--- config.mk ---
export PLATFORM = sky130hd
export DESIGN_NAME = video_ds_dec
export DESIGN_NICKNAME = d
export VERILOG_FILES = /design/src/rtl/video_ds_dec_pkg.sv /design/src/rtl/video_ds_sum.sv /design/src/rtl/video_ds_dec.sv
export SDC_FILE = /design/constraint.sdc
export NUM_CORES = 1
export LEC_CHECK = 0
export ABC_AREA = 0
export CELL_PAD_IN_SITES_DETAIL_PLACEMENT = 0
export CELL_PAD_IN_SITES_GLOBAL_PLACEMENT = 1
export CORE_MARGIN = 3
export CORE_UTILIZATION = 25
export CTS_BUF_LIST = sky130_fd_sc_hd__clkbuf_4 sky130_fd_sc_hd__clkbuf_8
export DETAILED_ROUTE_END_ITERATION = 8
export PLACE_DENSITY = 0.56
export RECOVER_POWER = 100
export SLEW_MARGIN = 20
export SYNTH_ARGS = -nofsm -noshare
export SYNTH_HDL_FRONTEND = slang
export SYNTH_SLANG_ARGS = --single-unit
--- constraint.sdc ---
create_clock -name CK_i -period 2.7 [get_ports CK_i]
set_clock_uncertainty 0.05 [all_clocks]
set_input_delay 0.27 -clock CK_i [delete_from_list [all_inputs] [get_ports CK_i]]
set_output_delay 0.27 -clock CK_i [all_outputs]
set_load 0.01 [all_outputs]
--- src/rtl/video_ds_dec_pkg.sv ---
// Shared types and default constants for the delta-sigma video decoder.
package video_ds_dec_pkg;

  // Default block parameters.
  localparam int unsigned DefWin    = 64;
  localparam int unsigned DefSyncTh = 4;
  localparam int unsigned DefHsMin  = 40;
  localparam int unsigned DefVsMin  = 200;

  // Width and ceiling of the run-length and line counters.
  localparam int unsigned         CntW   = 9;
  localparam logic [CntW-1:0]     CntMax = '1;

  // Three broad pulses in a row mark a vertical sync.
  localparam logic [1:0] BroadLast = 2'd2;

  typedef enum logic {
    StAct  = 1'b0,
    StSync = 1'b1
  } sync_state_e;

  // Increment that sticks at the counter ceiling.
  function automatic logic [CntW-1:0] sat_inc(input logic [CntW-1:0] v);
    return (v == CntMax) ? v : v + CntW'(1);
  endfunction

endpackage

--- src/rtl/video_ds_sum.sv ---
// Moving count of ones over the last C_WIN bits of the delta-sigma stream.
module video_ds_sum
  import video_ds_dec_pkg::*;
#(
  parameter  int unsigned C_WIN = DefWin,
  localparam int unsigned SumW  = $clog2(C_WIN) + 1
) (
  input  logic            CK_i,
  input  logic            XSRST_i,
  input  logic            DS_i,
  output logic [SumW-1:0] SUM_o
);

  logic [C_WIN-1:0] sr_q;
  logic [SumW-1:0]  sum_q;
  logic [SumW-1:0]  sum_d;
  logic             drop;

  assign drop = sr_q[C_WIN-1];

  // Add the arriving bit and remove the departing one; both together cancel.
  always_comb begin
    sum_d = sum_q;
    if (DS_i && !drop) begin
      sum_d = sum_q + SumW'(1);
    end else if (!DS_i && drop) begin
      sum_d = sum_q - SumW'(1);
    end
  end

  // Window shift register and running count.
  always_ff @(posedge CK_i) begin
    if (!XSRST_i) begin
      sr_q  <= '0;
      sum_q <= '0;
    end else begin
      sr_q  <= {sr_q[C_WIN-2:0], DS_i};
      sum_q <= sum_d;
    end
  end

  assign SUM_o = sum_q;

endmodule

--- src/rtl/video_ds_dec.sv ---
// Delta-sigma video decoder: sample latch, sync-run classifier and line counter.
module video_ds_dec
  import video_ds_dec_pkg::*;
#(
  parameter int unsigned C_WIN     = DefWin,
  parameter int unsigned C_SYNC_TH = DefSyncTh,
  parameter int unsigned C_HS_MIN  = DefHsMin,
  parameter int unsigned C_VS_MIN  = DefVsMin
) (
  input  logic            CK_i,
  input  logic            XSRST_i,
  input  logic            DS_i,
  input  logic            CK_EE_i,
  output logic [5:0]      SAMPLE_o,
  output logic            SAMPLE_EE_o,
  output logic            HS_o,
  output logic            VS_o,
  output logic [CntW-1:0] LINE_o
);

  localparam int unsigned     SumW   = $clog2(C_WIN) + 1;
  localparam logic [5:0]      SyncTh = 6'(C_SYNC_TH);
  localparam logic [CntW-1:0] HsMin  = CntW'(C_HS_MIN);
  localparam logic [CntW-1:0] VsMin  = CntW'(C_VS_MIN);

  logic [SumW-1:0] sum;
  logic [5:0]      sample_sat;
  logic            is_sync;

  sync_state_e     state_q, state_d;
  logic [5:0]      sample_q, sample_d;
  logic            sample_ee_q, sample_ee_d;
  logic            hs_q, hs_d;
  logic            vs_q, vs_d;
  logic [CntW-1:0] line_q, line_d;
  logic [CntW-1:0] run_q, run_d;
  logic [1:0]      broad_q, broad_d;

  video_ds_sum #(
    .C_WIN (C_WIN)
  ) u_sum (
    .CK_i    (CK_i),
    .XSRST_i (XSRST_i),
    .DS_i    (DS_i),
    .SUM_o   (sum)
  );

  // A full window of ones reads as 64, which does not fit the 6-bit sample.
  always_comb begin
    if (32'(sum) > 32'd63) begin
      sample_sat = 6'd63;
    end else begin
      sample_sat = 6'(sum);
    end
  end

  assign is_sync = (sample_q < SyncTh);

  // Sample latch plus sync FSM; the FSM only looks at freshly latched samples.
  always_comb begin
    state_d     = state_q;
    sample_d    = sample_q;
    sample_ee_d = CK_EE_i;
    hs_d        = 1'b0;
    vs_d        = 1'b0;
    line_d      = line_q;
    run_d       = run_q;
    broad_d     = broad_q;

    if (CK_EE_i) begin
      sample_d = sample_sat;
    end

    if (sample_ee_q) begin
      unique case (state_q)
        StAct: begin
          if (is_sync) begin
            state_d = StSync;
            run_d   = CntW'(1);
          end
        end
        StSync: begin
          if (is_sync) begin
            run_d = sat_inc(run_q);
          end else begin
            state_d = StAct;
            // Classify the finished run; short runs are ignored as glitches.
            if (run_q >= VsMin) begin
              if (broad_q == BroadLast) begin
                vs_d    = 1'b1;
                line_d  = '0;
                broad_d = '0;
              end else begin
                broad_d = broad_q + 2'd1;
              end
            end else if (run_q >= HsMin) begin
              hs_d    = 1'b1;
              broad_d = '0;
              line_d  = sat_inc(line_q);
            end
          end
        end
      endcase
    end
  end

  // State and output registers with synchronous reset.
  always_ff @(posedge CK_i) begin
    if (!XSRST_i) begin
      state_q     <= StAct;
      sample_q    <= '0;
      sample_ee_q <= 1'b0;
      hs_q        <= 1'b0;
      vs_q        <= 1'b0;
      line_q      <= '0;
      run_q       <= '0;
      broad_q     <= '0;
    end else begin
      state_q     <= state_d;
      sample_q    <= sample_d;
      sample_ee_q <= sample_ee_d;
      hs_q        <= hs_d;
      vs_q        <= vs_d;
      line_q      <= line_d;
      run_q       <= run_d;
      broad_q     <= broad_d;
    end
  end

  assign SAMPLE_o    = sample_q;
  assign SAMPLE_EE_o = sample_ee_q;
  assign HS_o        = hs_q;
  assign VS_o        = vs_q;
  assign LINE_o      = line_q;

endmodule
## After elaboration in Yosys (flattened, before gate mapping)

Cells that the tools add are included.

- Bitwise gates (word level): 5
- Muxes and demuxes: 17
- Reductions and logical operators: 11
- Add/subtract/negate cells: 5
- $lt $le $gt $ge: 4
- Equal/unequal tests: 8

Operators with widths:

| operator | count |
|---|---|
| 2-to-1 mux 9 bit | 7 |
| adder 9 x 1 -> 9 bit, second input constant | 2 |
| == test 9 bit, second input constant | 2 |
| case mux 9 bit (2 select lines) | 1 |
| 2-to-1 mux 7 bit | 2 |
| OR reduction 5 bit | 2 |
| >= comparator 9 x 6 -> 1 bit, second input constant | 1 |
| >= comparator 9 x 8 -> 1 bit, second input constant | 1 |
| inequality test 2 bit, second input constant | 4 |
| AND reduction 4 bit | 2 |
| adder 7 x 1 -> 7 bit, second input constant | 1 |
| greater-than comparator 7 x 6 -> 1 bit, second input constant | 1 |
| subtractor 7 x 1 -> 7 bit, second input constant | 1 |
| less-than comparator 6 x 3 -> 1 bit, second input constant | 1 |
| 2-to-1 mux 2 bit | 3 |
| 2-to-1 mux 6 bit | 1 |
| AND reduction 6 bit | 1 |
| inverter 1 bit | 5 |
| nonzero test 2 bit | 2 |
| 2-to-1 mux 1 bit | 3 |
| adder 2 x 1 -> 2 bit, second input constant | 1 |
| == test 2 bit, second input constant | 1 |
| logical AND 1 bit | 2 |
| logical NOT 1 bit | 2 |
| inequality test 2 x 1 -> 1 bit, second input constant | 1 |

- Logic and storage cells: 60
- Output and inout port bits: 18
- Register bits: 101
- Input bits: 4

## Longest topological paths before layout

- Depth in word-level cells: 4
- Gate-level depth with buffers: 8

## By module

A second synthesis with hierarchy kept.

- Cell total of the unflattened synthesis: 381
- Area, all modules: 3747.3 um^2

Modules (own cells, without submodules):

| module | cells each | times used | area an instance (um^2) | seq. area each (um^2) |
|---|---|---|---|---|
| video_ds_sum | 196 | 1 | 2239.6 | 1421.4 |
| video_ds_dec | 185 | 1 | 1507.7 | 600.6 |

## Worst setup path after synthesis

OpenSTA, ideal clock, no wires.

- Path type: flip-flop to flip-flop
- Start point: register line_q[0] (netlist: LINE_o[0])
- End point: register line_q[6] (netlist: LINE_o[6])
- Setup slack: 0.629 ns
- Buffers on the path: 0
- Clock period less this slack: 2.071 ns
- Required time: 2.531 ns
- Setup time: 0.119 ns
- Stages on the path, launching flop included: 9
- Data arrival time: 1.902 ns
- Path through: dfxtp_1 > ha_1 > and3_1 > nand2_1 > nor2_1 > ha_1 > or3_4 > o31a_1 > o221a_1

- Cells in the longest elaborated chain, start to end: 4

Ends and longest elaborated chain:

| element | RTL line | source |
|---|---|---|
| start: declaration | video_ds_dec.sv:35 | `logic [CntW-1:0] line_q, line_d;` |
| start signal: assignment | video_ds_dec.sv:124 | `line_q <= line_d;` |
| adder 9 x 1 -> 9 bit | video_ds_dec_pkg.sv:24 | `return (v == CntMax) ? v : v + CntW'(1);` |
| 2-to-1 mux 9 bit | video_ds_dec_pkg.sv:24 |  |
| 2-to-1 mux 9 bit | video_ds_dec.sv:96 | `end else if (run_q >= HsMin) begin` |
| 2-to-1 mux 9 bit | video_ds_dec.sv:88 | `if (run_q >= VsMin) begin` |

Several ways; a longest one is shown, not always the timed one. The select of a mux whose other input is x is not followed.
A chain may end at the register's enable or synchronous reset.

## Worst setup path after layout

- Start point: register line_q[0] (netlist: LINE_o[0])
- End point: register line_q[4] (netlist: LINE_o[4])

Same word-level chain as after synthesis.

==> impl_metrics.ini <==
[status]
status = completed

[final_layout]
drive_gt1_share_pct = 5.612
nets = 404
syn2layout_area_growth_pct = 15.64
final_util_pct = 30.06
num_antenna_cells = 0

[setup_path]
startpoint_type = flip-flop
worstSetupEndpointType = flip-flop
worstPathMaxFanout = 8
crit_type = flip-flop to flip-flop
cp.required_ns = 2.89
worstPathArrival_ns = 2.50

[grt]
grt_pass1_vias = 2414
use_met3_pct = 3.135
grt_max_degree = 66
met2_usage_pct = 13.08
grt_pass1_wl_mm = 11.67
met1_usage_pct = 12.14
top_usage_layer = met2
track_usage_pct = 8.860
antenna_found_initial = 0
grt-ovfl-total = 0

[cts]
insertion_delay_ns = 0.36
cts_tree = done
cts_root_buf = clkbuf_8
clockBufferDepth = 2
cts_num_sinks = 101
htree_num_levels = 3
post_cts_buffers = 0
numCtsBuffers = 9
clkSlewWorstSetupHoldPaths_ns = 0.10
cts_hold_buf = 0
cts.repair.resized = 0

[yosys]
synth-seq-cells = 101
synthesis.nets = 383
yosysSeqAreaShare_pct = 55.17
synth_top_area_share_pct = 55.17
syn_avg_cell_area_um2 = 9.986
yosysWarningCount = 0
synth_edf_count = 0
ys.flop_type = dfxtp_1
ys_top_cells_by_area = dfxtp_1 (55%), and2_1 (11%), ha_1 (3.8%), nand2_1 (2.6%), a21oi_1 (2.2%)
synthArstFlopShare_pct = 0
synth_area_um2 = 3665
syn_inst = 367
synth.distinct_cells = 47
synth_top_area_cell = dfxtp_1

[timing]
fin_crit_sh_pct = 85.47
holdWs_ns = 0.2147
drv_slew = 0
hold_violations = 0
grt_setup_unrepaired = false
worstMarginPinSlew_ns = 0.6833
fin_crit_ns = 2.308
tns_ns = 0
relSlewSlack_pct = 53.97
max_freq_ghz = 0.4334
setup_violations = 0

[power_and_ir_drop]
leakage_nw = 1.651
switching_power_w = 0.0006967
p_comb_share_pct = 7.2
powerDensity_nw_per_um2 = 631.0
p_sw_share_pct = 26.05
peakVddDrop_mv = 0.2368
internal_power_w = 0.001977
seq_power_share_pct = 58.1
pwr-share-clk_pct = 34.7

[floorplanning]
coreArea_um2 = 14100
rows = 43
die_w_um = 127.1
dieArea_um2 = 16150
start_util_pct = 26.00
dieHeight_um = 127.1
ios = 22

[detailed_routing]
drtIter0Drc = 137
wirelength_mm = 6.806
wire_per_inst_um = 11.90
vias_per_cell = 4.458
drcViolationCount = 0
vias = 2550
ant_nets = 0
first_pass_iters = 4

[run]
cap_violations = 0

[placed_design]
io_buffers = 21
dp_hpwl_mm = 4.440
gp_congestion = 0.7921

[min_path]
hold_class = input port to flip-flop
==> cells in the mapped netlist, types with 2 or more instances <==
master     count
a211oi_1       5
a21o_1         2
a21oi_1       16
a22oi_1        2
a31oi_1        2
and2_1        66
and3_1         4
and3_2         2
buf_1          2
clkbuf_1      12
dfxtp_1      101
ha_1          11
inv_1          8
mux2i_1        2
nand2_1       25
nand2b_1       2
nand3_1       10
nand3b_1       2
nand4_1        7
nor2_1        20
nor2b_1        3
nor3_1         4
nor4_1         3
o2111ai_1      3
o211ai_1       4
o21ai_0       16
o2bb2ai_1      2
o31a_1         2
o31ai_1        2
or3_1          5
or4_1          2
xor2_1         5
==> through the flow <==
step / area (µm²) / cells / total power (W) / worst slack (ns)
2_1_floorplan: 3665 / 367 / 0.001719 / 0.6292
3_3_place_gp: 4068 / 557 / 0.001786 / 0.1586
3_5_place_dp: 4068 / 557 / 0.001787 / 0.1093
4_1_cts: 4259 / 572 / 0.002738 / 0.3978
5_1_grt: 4238 / 572 / 0.002811 / 0.2116
6_report: 4238 / 572 / 0.002674 / 0.3924
==> path summary, 6_finish.rpt <==
path / start / to / slack (ns) / cells after the start
worst max-delay path: LINE_o[0]$_SDFFE_PN0P_ / LINE_o[4]$_SDFFE_PN0P_ / 0.39 / 8
worst min register to register: u_sum.sr_q[58]$_SDFF_PN0_ / u_sum.sr_q[59]$_SDFF_PN0_ / 0.39 / 1
worst min-delay path: XSRST_i / VS_o$_SDFF_PP0_ / 0.21 / 3
worst max register to register: LINE_o[0]$_SDFFE_PN0P_ / LINE_o[4]$_SDFFE_PN0P_ / 0.39 / 8
==> cell families after synthesis <==
group,count (synthesis),share of synthesized area (%)
simple gates,161,25.03
flops,101,55.17
compound gates,63,11.37
buf+inv,23,2.390
fa+ha+maj,12,4.302
xor+xnor,5,1.195
mux,2,0.5463
==> metal layers <==
layer	routed length, µm	vias to the layer above
met5	0	-
met4	98	0
met3	273	9
met2	2939	37
met1	3494	1202
li1	-	1302
==> worst max-delay path, stage by stage, from the launching register on <==
cell and delay (ns):
dfxtp_1 0.36, ha_1 0.25, and3_1 0.21, nand2_1 0.10
nor2_1 0.06, ha_1 0.20, or3_1 0.41, a21oi_2 0.37
o211ai_1 0.16
==> cell type report <==
type,count,area (µm²)
Timing Repair Buffer,25,230.2
Clock inverter,5,53.80
Tap cell,180,225.2
Multi-Input combinational cell,243,1539
Inverter,8,30.03
Fill cell,1488,9858
Clock buffer,10,137.6
Sequential cell,101,2022
==> cells in the final DEF, fill, tap and decap left out, types with 3 or more instances in the layout <==
cell type,count
dfxtp_1,101
and2_1,47
nand2_1,25
nor2_1,20
dlygate4sd3_1,20
and2_0,19
a21oi_1,16
o21ai_0,16
ha_1,11
nand3_1,10
clkbuf_8,10
inv_1,8
nand4_1,7
or3_1,6
a211oi_1,5
xor2_1,5
and3_1,4
nor3_1,4
o211ai_1,4
nor4_1,3
nor2b_1,3
o2111ai_1,3
buf_4,3
==> power by group through the flow <==
stage | logic [W] | registers, W | clock network [W]
after floorplan | 0.000141 | 0.00158 | 0
after global placement | 0.000195 | 0.00159 | 0
after detailed placement | 0.000197 | 0.00159 | 0
after CTS | 0.000199 | 0.00156 | 0.000982
after global routing | 0.000219 | 0.00156 | 0.00103
final | 0.000192 | 0.00155 | 0.000927
==> sequential cells by signal (all words and copies together), names as in the netlist <==
| register | flops |
|---|---|
| broad_q | 2 |
| u_sum.sr_q | 64 |
| u_sum.SUM_o | 7 |
| run_q | 9 |
| SAMPLE_o | 6 |
| VS_o | 1 |
| LINE_o | 9 |
| HS_o | 1 |
| SAMPLE_EE_o | 1 |
| state_q | 1 |
Note: power is estimated with default switching activity, not from simulation.
